**src/rtl/fpq_pkg.sv**
```systemverilog
// Shared types and constants for the pulse value meter.
// The display stage reuses VALUE_W for its bar-graph input.
package fpq_pkg;

  localparam int VALUE_W = 8;
  localparam logic [VALUE_W-1:0] VALUE_MAX = 8'd255;

  typedef enum logic [1:0] {
    IDLE,
    GATE,
    LATCH
  } state_t;

  function automatic logic [VALUE_W-1:0] sat_inc(
    input logic [VALUE_W-1:0] v
  );
    return (v == VALUE_MAX) ? v : v + VALUE_W'(1);
  endfunction

endpackage

```
**src/rtl/fpq_sync_edge.sv**
```systemverilog
// Multi-flop synchronizer for an async input, followed by a
// registered rising-edge detector.
module fpq_sync_edge #(
  parameter int STAGES = 2
) (
  input  logic clk,
  input  logic rst,
  input  logic sig_in,
  output logic edge_pulse
);

  logic [STAGES-1:0] sync_q;
  logic              prev_q;

  always_ff @(posedge clk) begin
    if (rst) begin
      sync_q     <= '0;
      prev_q     <= 1'b0;
      edge_pulse <= 1'b0;
    end else begin
      sync_q     <= {sync_q[STAGES-2:0], sig_in};
      prev_q     <= sync_q[STAGES-1];
      edge_pulse <= sync_q[STAGES-1] & ~prev_q;
    end
  end

endmodule

```
**src/rtl/fpq_value_meter.sv**
```systemverilog
// Gated edge counter: counts sig_in rises per window, saturates
// at VALUE_MAX, latches the result and tracks a clearable peak.
module fpq_value_meter
  import fpq_pkg::*;
#(
  parameter int GATE_CYCLES = 50_000_000,
  parameter int SYNC_STAGES = 2
) (
  input  logic               clk,
  input  logic               rst,
  input  logic               sig_in,
  input  logic               enable,
  input  logic               peak_clr,
  output logic [VALUE_W-1:0] cur_value,
  output logic               value_valid,
  output logic               overflow,
  output logic [VALUE_W-1:0] peak_value,
  output logic               busy
);

  localparam int GW = $clog2(GATE_CYCLES);
  localparam logic [GW-1:0] GATE_LAST = GW'(GATE_CYCLES - 1);

  state_t             state;
  logic [GW-1:0]      gate_cnt;
  logic [VALUE_W-1:0] edge_cnt;
  logic               ovf_pend;
  logic               edge_pulse;

  fpq_sync_edge #(
    .STAGES(SYNC_STAGES)
  ) u_sync (
    .clk       (clk),
    .rst       (rst),
    .sig_in    (sig_in),
    .edge_pulse(edge_pulse)
  );

  always_ff @(posedge clk) begin
    if (rst) begin
      state       <= IDLE;
      gate_cnt    <= '0;
      edge_cnt    <= '0;
      ovf_pend    <= 1'b0;
      cur_value   <= '0;
      value_valid <= 1'b0;
      overflow    <= 1'b0;
      peak_value  <= '0;
      busy        <= 1'b0;
    end else begin
      value_valid <= 1'b0;
      if (peak_clr) peak_value <= '0;
      unique case (state)
        IDLE: begin
          gate_cnt <= '0;
          edge_cnt <= '0;
          ovf_pend <= 1'b0;
          if (enable) begin
            state <= GATE;
            busy  <= 1'b1;
          end
        end
        GATE: begin
          if (!enable) begin
            state    <= IDLE;
            busy     <= 1'b0;
            gate_cnt <= '0;
            edge_cnt <= '0;
            ovf_pend <= 1'b0;
          end else begin
            gate_cnt <= gate_cnt + GW'(1);
            if (edge_pulse) begin
              if (edge_cnt == VALUE_MAX) ovf_pend <= 1'b1;
              edge_cnt <= sat_inc(edge_cnt);
            end
            if (gate_cnt == GATE_LAST) state <= LATCH;
          end
        end
        LATCH: begin
          cur_value   <= edge_cnt;
          overflow    <= ovf_pend;
          value_valid <= 1'b1;
          // a coincident clear still loads the fresh result
          if (peak_clr || edge_cnt > peak_value)
            peak_value <= edge_cnt;
          gate_cnt <= '0;
          edge_cnt <= '0;
          ovf_pend <= 1'b0;
          if (enable) begin
            state <= GATE;
            busy  <= 1'b1;
          end else begin
            state <= IDLE;
            busy  <= 1'b0;
          end
        end
        default: begin
          state <= IDLE;
          busy  <= 1'b0;
        end
      endcase
    end
  end

endmodule

```
**config.mk**
```make
export PLATFORM = sky130hd
export DESIGN_NAME = fpq_value_meter
export DESIGN_NICKNAME = d
export VERILOG_FILES = /design/src/rtl/fpq_pkg.sv /design/src/rtl/fpq_sync_edge.sv /design/src/rtl/fpq_value_meter.sv
export SDC_FILE = /design/constraint.sdc
export NUM_CORES = 1
export LEC_CHECK = 0
export ABC_CLOCK_PERIOD_IN_PS = 2700
export CORE_ASPECT_RATIO = 0.9
export CORE_MARGIN = 3
export CORE_UTILIZATION = 50
export DETAILED_ROUTE_END_ITERATION = 7
export PLACE_DENSITY = 0.73
export SYNTH_ARGS = -nofsm -noshare
export SYNTH_HDL_FRONTEND = slang
export SYNTH_SLANG_ARGS = --single-unit
```
**constraint.sdc**
```tcl
create_clock -name clk -period 2.7 [get_ports clk]
set_clock_uncertainty 0.2 [all_clocks]
set_input_delay 0.81 -clock clk [delete_from_list [all_inputs] [get_ports clk]]
set_output_delay 0.81 -clock clk [all_outputs]
set_load 0.01 [all_outputs]
```
==> results of run 1 <==
state kept, by name, indices dropped and copies added (netlist names):
name               flops
ovf_pend               1
overflow               1
gate_cnt              26
value_valid            1
peak_value             8
busy                   1
edge_cnt               8
state                  2
u_sync.prev_q          1
u_sync.edge_pulse      1
cur_value              8
u_sync.sync_q          2
cells in the mapped netlist (2+ instances only):
master and number:
nand2_1 37, a31oi_1 7, nor3_1 12, a21oi_1 32, a21o_1 3, nor4_1 3, or3_1 2, a22oi_1 2
nand4_1 12, dfxtp_1 60, xor2_1 5, o31ai_1 7, nand3_1 18, or2_2 2, nand3_2 2, clkbuf_1 9
a41oi_1 2, ha_1 10, inv_1 14, and2_1 3, o2111ai_1 10, nand2b_1 5, nor3b_1 2, nand3b_1 2
and3_1 8, o211ai_1 4, o21ai_0 23, nor2_1 28, nor2b_1 6, clkbuf_8 4, and4_1 2
kinds of logic (layout without fill, tap and decap cells):
family          Yosys count  count (layout)  share of synthesized area [%]
compound gates          102             102                           21.8
xor+xnor                  6               6                           1.75
fa+ha+maj                11              11                           4.50
buf+inv                  31              73                           5.63
flops                    60              60                           40.0
simple gates            151             151                           26.3
final cells by class:
class | instances | area, um2 | area share (%)
inverters | 14 | 52.6 | 1.47
repair buffers | 43 | 380 | 10.7
clock buffers | 11 | 141 | 3.96
clock inverters | 5 | 75.1 | 2.10
flip-flops and latches | 60 | 1200 | 33.6
well taps | 70 | 87.6 | 2.45
multi-input cells | 270 | 1630 | 45.7
stage by stage:
step / total power, uW / cell area (um2)
after floorplan: 957 / 3000
after global placement: 976 / 3350
after detailed placement: 978 / 3350
after CTS: 1870 / 3570
after global routing: 1920 / 3570
final: 1850 / 3570
metal layers:
layer / vias to the layer above / GRT usage [%] / part of all wire, %
li1: 1407 / - / -
met5: - / 0 / 0
met3: 9 / 6.30 / 6.4
met4: 0 / 8.59 / 1.2
met2: 110 / 31.2 / 42
met1: 1325 / 34.5 / 50
final timing paths:
check | slack (ps) | start | end
worst max-delay path | 410 | peak_value[7]$_SDFF_PP0_ | peak_value[1]$_SDFF_PP0_
worst min-delay path | 190 | u_sync.prev_q$_SDFF_PP0_ | u_sync.edge_pulse$_SDFF_PP0_
worst max register to register | 410 | peak_value[7]$_SDFF_PP0_ | peak_value[1]$_SDFF_PP0_
worst min register to register | 190 | u_sync.prev_q$_SDFF_PP0_ | u_sync.edge_pulse$_SDFF_PP0_
critical path, delay by kind of cell (launching register included):
kind | cells | cell delay, ps
AND/OR/NAND/NOR | 3 | 590
buffers and inverters | 1 | 60
AO/OA/AOI/OAI | 2 | 700
flip-flops | 1 | 330
adder cells (fa/ha/maj) | 1 | 320
power groups by stage:
stage / registers [uW] / clock network, uW / logic, uW
5_1_grt: 895 / 956 / 70.7
2_1_floorplan: 913 / 0 / 44.3
6_report: 895 / 892 / 64.6
3_3_place_gp: 914 / 0 / 61.8
4_1_cts: 895 / 911 / 63.6
3_5_place_dp: 915 / 0 / 63.0
==> impl_summary.txt, run 1 <==
----------------------------------------------------
[Setup path]
  Arrival time of data at the critical path endpoint ... 2320 ps
  Startpoint kind of the worst setup timing path ... flip-flop
  Crit. End Element ... flip-flop
  CP max-delay cell ... a311o_1
  Data required time at the worst endpoint ... 2740 ps
  Worst Setup Path Type ... reg -> reg
  Cell count of the worst reg-to-reg path ... 7
  Largest stage delay on the critical path ... 430 ps
  Cell-by-cell trace of the critical path ... inv_1 > ha_1 > nand4_1 > or2_1 > and3_1 > a311o_1 > o31ai_1
  Top fanout value on the critical path ... 8

[Outcome]
  Outcome ... finished, final reports clean

[Clock network]
  Bufs on Longest Clock Path ... 2
  Setup Fix Bufs, Post-CTS ... 0
  Count of H-tree levels built during CTS ... 3
  CTS tree ... done
  Number of hold buffers added after CTS ... 0
  Clock root buffer ... clkbuf_8
  TritonCTS buffer count ... 9
  Total clock sinks ... 60
  Post-cts sizing count ... 0
  Clock-pin slew of the registers on the worst-case setup and hold paths ... 70 ps
  Worst-skew pair later-pin latency ... 340 ps

[Power]
  Worst IR drop on VDD ... 0.315 mV
  Cell Pwr Density ... 519 nW/um2
  Leakage ... 0.00128 uW
  Proportion of power drawn by flip-flops and latches ... 48.3%
  Power Internal ... 1460 uW
  Power dissipated by switching net loads ... 395 uW
  Sw frac ... 21.4%
  Combinational share of power ... 3.5%
  Share of total power in the clock network ... 48.2%

[Route]
  Via/cell ratio ... 6.03
  Remaining antenna violation count after routing ... 0
  Vias ... 2851
  Initial drt markers ... 264
  Iteration count of the initial detailed-routing pass ... 5
  Drc violations ... 0
  Routed Wire Length ... 7260 um
  Routed wirelength normalized by instance count ... 15.3 um

[Floorplan]
  Number of rows created at floorplan ... 26
  CORE AREA ... 5760 um2
  DIE WIDTH ... 87.7 um
  Starting density of the core ... 52.1%
  Die ar. ... 6970 um2
  Top-Level Pins ... 24
  Y dimension of the die ... 79.5 um

[Place]
  Last weighted congestion value of the routability-driven placer ... 0.840
  Number of placed cells counting well taps ... 457
  DP HPWL ... 5140 um
  Worst setup slack before clock tree synthesis ... 118 ps
  Port-buffer cells ... 23

[Cells and area]
  Filler cells ... 528
  Post-Layout Cell Count ... 473
  Most common cell after layout, fill and taps aside ... dfxtp_1
  Inserted Diodes ... 0
  Total number of nets in the final design ... 413
  Highest-count cells in the layout ignoring fill and taps ... dfxtp_1, nand2_1, a21oi_1
  Post-Route Utilization ... 62.0%
  Area delta synth->final ... 18.9%
  Share of post-route cells with drive strength above 1 ... 10.9%

[STA]
  Achievable frequency ... 438 MHz
  Total setup violations reported at the end of the flow ... 0
  WHS ... 186 ps
  Final count of pins violating max slew ... 0
  Setup repair after global routing missed its margin ... false
  Number of failing hold endpoints at the final stage ... 0
  Shortest clock period the worst path allows after layout ... 2290 ps
  Worst rel slew slack ... 58.4%
  Final setup margin ... 415 ps
  Transition time at the pin with the least slew margin ... 621 ps
  Total Neg Setup Slack ... 0 ps
  Crit share post-route ... 84.6%

[Synth]
  Syn nets ... 376
  Synthesized instance count ... 361
  Dominant synthesized flop cell ... dfxtp_1
  Portion of synthesized cell area occupied by the leading cell type ... 40.0%
  Number of synthesized flops with an enable pin ... 0
  Seq/Total Area, Yosys ... 40.0%
  Register bit count reported by yosys ... 60
  Biggest area contributors in the synthesized netlist ... dfxtp_1, a21oi_1, nand2_1, ha_1, o21ai_0
  Mapped Area ... 3000 um2
  Mean cell area of the mapped netlist ... 8.31 um2
  Asr flop ratio synth ... 0%
  Count of distinct cell types in the synthesized netlist ... 56
  Count of warnings emitted by yosys ... 0
  Library cell occupying the most area in the post-synthesis netlist ... dfxtp_1

[Global routing]
  Antenna violations before repair ... 0
  GR Util All Layers ... 23.1%
  Largest net degree at the start of global routing ... 19
  Number of global-route vias before repair ... 2597
  Final global-route overflow total ... 0
  First-pass GRT wire length ... 12700 um

[Min path]
  Hold Path Cell Cnt ... 1
  Worst Hold Class ... reg -> reg

[Run]
  Max_cap viols ... 0

----------------------------------------------------
Note: power is estimated with default switching activity, not from simulation.
==> run 2, diff against run 1 <==
--- a/config.mk
+++ b/config.mk
@@ -5,12 +5,12 @@
 export SDC_FILE = /design/constraint.sdc
 export NUM_CORES = 1
 export LEC_CHECK = 0
-export ABC_CLOCK_PERIOD_IN_PS = 2700
+export ABC_CLOCK_PERIOD_IN_PS = 1980
 export CORE_ASPECT_RATIO = 0.9
 export CORE_MARGIN = 3
 export CORE_UTILIZATION = 50
 export DETAILED_ROUTE_END_ITERATION = 7
-export PLACE_DENSITY = 0.73
+export PLACE_DENSITY = 0.76
 export SYNTH_ARGS = -nofsm -noshare
 export SYNTH_HDL_FRONTEND = slang
 export SYNTH_SLANG_ARGS = --single-unit
==> constraint.sdc (replaced) <==
create_clock -name clk -period 1.98 [get_ports clk]
set_clock_uncertainty 0.2 [all_clocks]
set_input_delay 0.594 -clock clk [delete_from_list [all_inputs] [get_ports clk]]
set_output_delay 0.594 -clock clk [all_outputs]
set_load 0.01 [all_outputs]
==> impl_summary.txt, run 2 (synthesized netlist as in run 1, its figures left out) <==
----------------------------------------------------
[Route]
  Total met2 wirelength after detailed routing ... 3870 um
  Remaining antenna violation count after routing ... 0
  Met1 wire length ... 3750 um
  Highest signal layer in the routed design ... met4
  Drc violations ... 0
  Vias ... 3130
  Iteration count of the initial detailed-routing pass ... 6
  Routed wirelength normalized by instance count ... 16.3 um
  Via/cell ratio ... 6.02
  Routed Wire Length ... 8470 um
  Initial drt markers ... 369
  Total length of routed met3 wires ... 660 um

[STA]
  Worst rel slew slack ... 73.8%
  Crit share post-route ... 109%
  Achievable frequency ... 465 MHz
  Transition time at the pin with the least slew margin ... 393 ps
  Final setup margin ... -173 ps
  Shortest clock period the worst path allows after layout ... 2150 ps
  Total setup violations reported at the end of the flow ... 13
  Number of failing hold endpoints at the final stage ... 0
  Setup repair after global routing missed its margin ... true
  Final count of pins violating max slew ... 0

[Global routing]
  GR Util All Layers ... 24.4%
  First-pass GRT wire length ... 13300 um
  Antenna violations before repair ... 0
  Final global-route overflow total ... 0
  Number of global-route vias before repair ... 2846
  Largest net degree at the start of global routing ... 16

[Setup path]
  Top fanout value on the critical path ... 8
  Reg2Reg Launch Point ... peak_value[6]$_SDFF_PP0_
  Startpoint kind of the worst setup timing path ... flip-flop
  Arrival time of data at the critical path endpoint ... 2210 ps
  Data required time at the worst endpoint ... 2040 ps
  Worst Setup Path Type ... reg -> reg
  Reg2reg setup slack ... -170 ps
  Worst R2R End ... peak_value[2]$_SDFF_PP0_
  Cell count of the worst reg-to-reg path ... 7
  Crit. End Element ... flip-flop

[Power]
  Worst IR drop on VDD ... 0.569 mV
  Power consumption ... 2650 uW
  Combinational share of power ... 4.3%
  Leakage ... 0.00165 uW
  Power Internal ... 2090 uW
  Share of total power in the clock network ... 49.7%
  Power dissipated by switching net loads ... 555 uW
  Cell Pwr Density ... 638 nW/um2
  Proportion of power drawn by flip-flops and latches ... 46.0%
  Sw frac ... 21.0%

[Outcome]
  Outcome ... complete, but fails checks
  Violated checks ... setup timing

[Cells and area]
  Number of flip-flops in the largest register ... 26
  Share of post-route cells with drive strength above 1 ... 31.8%
  Final standard cell area without fillers ... 4150 um2
  Total number of nets in the final design ... 460
  Post-Route Utilization ... 72.1%
  Inserted Diodes ... 0
  Area delta synth->final ... 38.4%
  Most common cell after layout, fill and taps aside ... buf_4
  Highest-count cells in the layout ignoring fill and taps ... buf_4, dfxtp_1, nand2_1
  Largest register by flop count ... gate_cnt

[Run]
  Max_cap viols ... 0

[Min path]
  Source of the worst hold timing path ... u_sync.prev_q$_SDFF_PP0_
  Worst Hold Class ... reg -> reg
  Endpoint with the worst hold slack ... u_sync.edge_pulse$_SDFF_PP0_
  Hold Path Cell Cnt ... 1

[Clock network]
  Total clock sinks ... 60
  Count of H-tree levels built during CTS ... 3
  Worst-skew pair later-pin latency ... 350 ps
  Bufs on Longest Clock Path ... 2
  Clock root buffer ... clkbuf_8
  CTS tree ... done
  TritonCTS buffer count ... 9
  Clock-pin slew of the registers on the worst-case setup and hold paths ... 70 ps

[Floorplan]
  Number of rows created at floorplan ... 26
  Top-Level Pins ... 24
  Starting density of the core ... 52.1%
  DIE WIDTH ... 87.7 um
  Y dimension of the die ... 79.5 um
  Die ar. ... 6970 um2
  CORE AREA ... 5760 um2

[Place]
  Port-buffer cells ... 23
  Placement Cell Area ... 3720 um2
  DP HPWL ... 5730 um
  Last weighted congestion value of the routability-driven placer ... 0.896

----------------------------------------------------
## run 2: layout make-up
type	count	area [um2]
Sequential cell	60	1220
Fill cell	440	1600
Multi-Input combinational cell	270	1850
Clock inverter	5	100
Tap cell	70	87.6
Inverter	14	52.6
Clock buffer	11	131
Timing Repair Buffer	90	716
## run 2: worst max-delay path: stages, from the launching register on
cell     delay, ps
dfxtp_2        340
inv_2           50
ha_4           260
nand4_1        110
or2_1          280
and3_4         150
a311o_2        460
o31ai_2        210
## run 2: through the flow
step | setup WS, ps | hold WS, ps | TNS [ps] | cells
after CTS | -117 | 204 | -539 | 513
after floorplan | -15.2 | 167 | -15.2 | 361
after global routing | -240 | 224 | -2470 | 520
after global placement | -369 | 173 | -8410 | 495
final | -173 | 186 | -1340 | 520
after detailed placement | -445 | 190 | -10010 | 495
## run 2: how the worst max path moves through the flow
| stage | startpoint | to | slack [ps] | cells past startpoint |
|---|---|---|---|---|
| global route | edge_cnt[7]$_SDFFE_PP0P_ | peak_value[3]$_SDFF_PP0_ | -240 | 6 |
| global placement | enable | edge_cnt[3]$_SDFFE_PP0P_ | -370 | 6 |
| floorplan | peak_value[6]$_SDFF_PP0_ | peak_value[1]$_SDFF_PP0_ | -20 | 7 |
| detailed placement | enable | edge_cnt[3]$_SDFFE_PP0P_ | -440 | 6 |
| finish | peak_value[6]$_SDFF_PP0_ | peak_value[2]$_SDFF_PP0_ | -170 | 7 |
| CTS | peak_value[1]$_SDFF_PP0_ | peak_value[3]$_SDFF_PP0_ | -120 | 7 |
## run 2: power by group through the flow
stage / Clock, uW / Combinational [uW] / Sequential [uW]
final: 1320 / 114 / 1220
after global routing: 1390 / 121 / 1220
after CTS: 1340 / 104 / 1220
after detailed placement: 0 / 103 / 1250
after global placement: 0 / 101 / 1240
after floorplan: 0 / 60.5 / 1240
## run 2: metal layers
metal  GRT usage (%)  up-vias
li1                -     1505
met1            32.1     1461
met2            37.2      141
met3            7.84       23
met4            8.74        0
met5               0        -
## run 2: timing repair
action                     4_1_cts  5_1_grt
gates resized for setup         28       30
pin swaps                        5        8
hold buffers                     0        0
setup endpoints to repair       35       33
setup buffers                    2        7
==> run 3, diff against run 2 <==
--- a/config.mk
+++ b/config.mk
@@ -10,6 +10,7 @@
 export CORE_MARGIN = 3
 export CORE_UTILIZATION = 50
 export DETAILED_ROUTE_END_ITERATION = 7
+export MAX_ROUTING_LAYER = met4
 export PLACE_DENSITY = 0.76
 export SYNTH_ARGS = -nofsm -noshare
 export SYNTH_HDL_FRONTEND = slang
==> impl_summary.txt, run 3 (synthesized netlist as in run 1, its figures left out) <==
----------------------------------------------------
[Floorplan]
  Number of rows created at floorplan ... 26
  Y dimension of the die ... 79.5 um
  DIE WIDTH ... 87.7 um
  CORE AREA ... 5760 um2
  Starting density of the core ... 52.1%
  Die ar. ... 6970 um2
  Top-Level Pins ... 24

[Setup path]
  Crit. End Element ... flip-flop
  Worst Setup Path Type ... reg -> reg
  Combined buffer and inverter count along the critical path ... 1
  Startpoint kind of the worst setup timing path ... flip-flop
  Data required time at the worst endpoint ... 2040 ps
  CP max-delay cell ... a311o_2
  Family with the most delay on the worst path ... compound AO/OA/AOI/OAI gates
  Top fanout value on the critical path ... 8
  Reg2Reg Launch Point ... peak_value[6]$_SDFF_PP0_
  Largest stage delay on the critical path ... 460 ps
  Cell-by-cell trace of the critical path ... inv_2 > ha_4 > nand4_1 > or2_1 > and3_4 > a311o_2 > o31ai_2
  Arrival time of data at the critical path endpoint ... 2230 ps
  Crit. Startpoint ... peak_value[6]$_SDFF_PP0_

[Cells and area]
  Post-Layout Cell Count ... 520
  Share of post-route cells with drive strength above 1 ... 31.6%
  Number of flip-flops in the largest register ... 26
  Highest-count cells in the layout ignoring fill and taps ... buf_4, dfxtp_1, nand2_1
  Most common cell after layout, fill and taps aside ... buf_4
  Total number of nets in the final design ... 460
  Largest register by flop count ... gate_cnt
  Inserted Diodes ... 0
  Area delta synth->final ... 38.0%

[STA]
  Setup repair after global routing missed its margin ... true
  Achievable frequency ... 460 MHz
  Number of failing hold endpoints at the final stage ... 0
  Total Neg Setup Slack ... -1570 ps
  Worst rel slew slack ... 73.2%
  Transition time at the pin with the least slew margin ... 401 ps
  Final setup margin ... -192 ps
  Shortest clock period the worst path allows after layout ... 2170 ps
  WHS ... 187 ps
  Crit share post-route ... 110%
  Final count of pins violating max slew ... 0
  Total setup violations reported at the end of the flow ... 14

[Clock network]
  Number of hold buffers added after CTS ... 0
  Clock root buffer ... clkbuf_8
  CTS tree ... done
  Bufs on Longest Clock Path ... 2
  Total clock sinks ... 60
  Clock-pin slew of the registers on the worst-case setup and hold paths ... 70 ps
  Count of H-tree levels built during CTS ... 3
  TritonCTS buffer count ... 9
  Worst-skew pair later-pin latency ... 350 ps

[Power]
  Power Internal ... 2090 uW
  Power dissipated by switching net loads ... 560 uW
  Leakage ... 0.00165 uW
  Proportion of power drawn by flip-flops and latches ... 45.9%
  Combinational share of power ... 4.3%
  Sw frac ... 21.1%
  Cell Pwr Density ... 641 nW/um2
  Power consumption ... 2650 uW
  Worst IR drop on VDD ... 0.577 mV
  Share of total power in the clock network ... 49.8%

[Place]
  Last weighted congestion value of the routability-driven placer ... 0.911
  DP HPWL ... 5730 um
  Number of placed cells counting well taps ... 495
  Port-buffer cells ... 23

[Global routing]
  First-pass GRT wire length ... 13300 um
  Most utilized layer in the global route result ... met2
  GR Util All Layers ... 25.1%
  Antenna violations before repair ... 0
  Met2 usage ... 37.1%
  Met3 usage in global routing ... 8.15%
  Largest net degree at the start of global routing ... 16
  Number of global-route vias before repair ... 2840
  GR Util met1 ... 32.3%
  Final global-route overflow total ... 0

[Outcome]
  Outcome ... complete, but fails checks
  Violated checks ... setup timing

[Min path]
  Source of the worst hold timing path ... u_sync.prev_q$_SDFF_PP0_
  Worst Hold Class ... reg -> reg

[Route]
  Iteration count of the initial detailed-routing pass ... 6
  Drc violations ... 0
  Vias ... 3172
  Routed Wire Length ... 8520 um
  Via/cell ratio ... 6.10
  Remaining antenna violation count after routing ... 0
  Routed wirelength normalized by instance count ... 16.4 um
  Initial drt markers ... 287

[Run]
  Max_cap viols ... 0

----------------------------------------------------
-- run 3: cell counts in the layout (fill, tap and decap cells not counted) --
Identical to the previous run, type by type.
-- run 3: path summary, 6_finish.rpt --
path | slack, ps | endpoint | cells after the start
max | -190 | peak_value[1]$_SDFF_PP0_ | 7
min | 190 | u_sync.edge_pulse$_SDFF_PP0_ | 1
max reg2reg | -190 | peak_value[1]$_SDFF_PP0_ | 7
min reg2reg | 190 | u_sync.edge_pulse$_SDFF_PP0_ | 1
-- run 3: what timing repair did --
action | 4_1_cts | 5_1_grt
pin swaps | 5 | 7
buffers inserted | 2 | 7
cloned | 0 | 0
resized for setup | 28 | 29
endpoints found under the setup margin | 35 | 33
-- run 3: power groups by stage --
stage	sequential [uW]	combinational, uW	clock [uW]
after floorplan	1240	60.5	0
after global placement	1240	101	0
after detailed placement	1250	103	0
after CTS	1220	104	1340
after global routing	1220	121	1390
final	1220	114	1320
-- run 3: layout make-up --
type | count | area (um2)
Sequential cell | 60 | 1220
Inverter | 14 | 52.6
Clock buffer | 11 | 131
Tap cell | 70 | 87.6
Timing Repair Buffer | 90 | 716
Fill cell | 444 | 1620
Clock inverter | 5 | 100
Multi-Input combinational cell | 270 | 1840
-- run 3: worst register-to-register path, stage by stage (launching register included) --
cell and delay [ps]:
dfxtp_2 340, inv_2 50, ha_4 260, nand4_1 110
or2_1 280, and3_4 160, a311o_2 460, o31ai_2 210
-- run 3: metrics by stage --
step	area [um2]	setup slack [ps]	util, %
6_report	4140	-192	71.9
3_3_place_gp	3720	-369	64.6
4_1_cts	3970	-117	69.0
5_1_grt	4140	-245	71.9
3_5_place_dp	3720	-445	64.6
2_1_floorplan	3080	-15.2	-
-- run 3: layer usage --
metal	vias up	share of wire, %
li1	1509	-
met1	1485	44
met2	149	46
met3	29	7.6
met4	0	2.3
met5	-	0
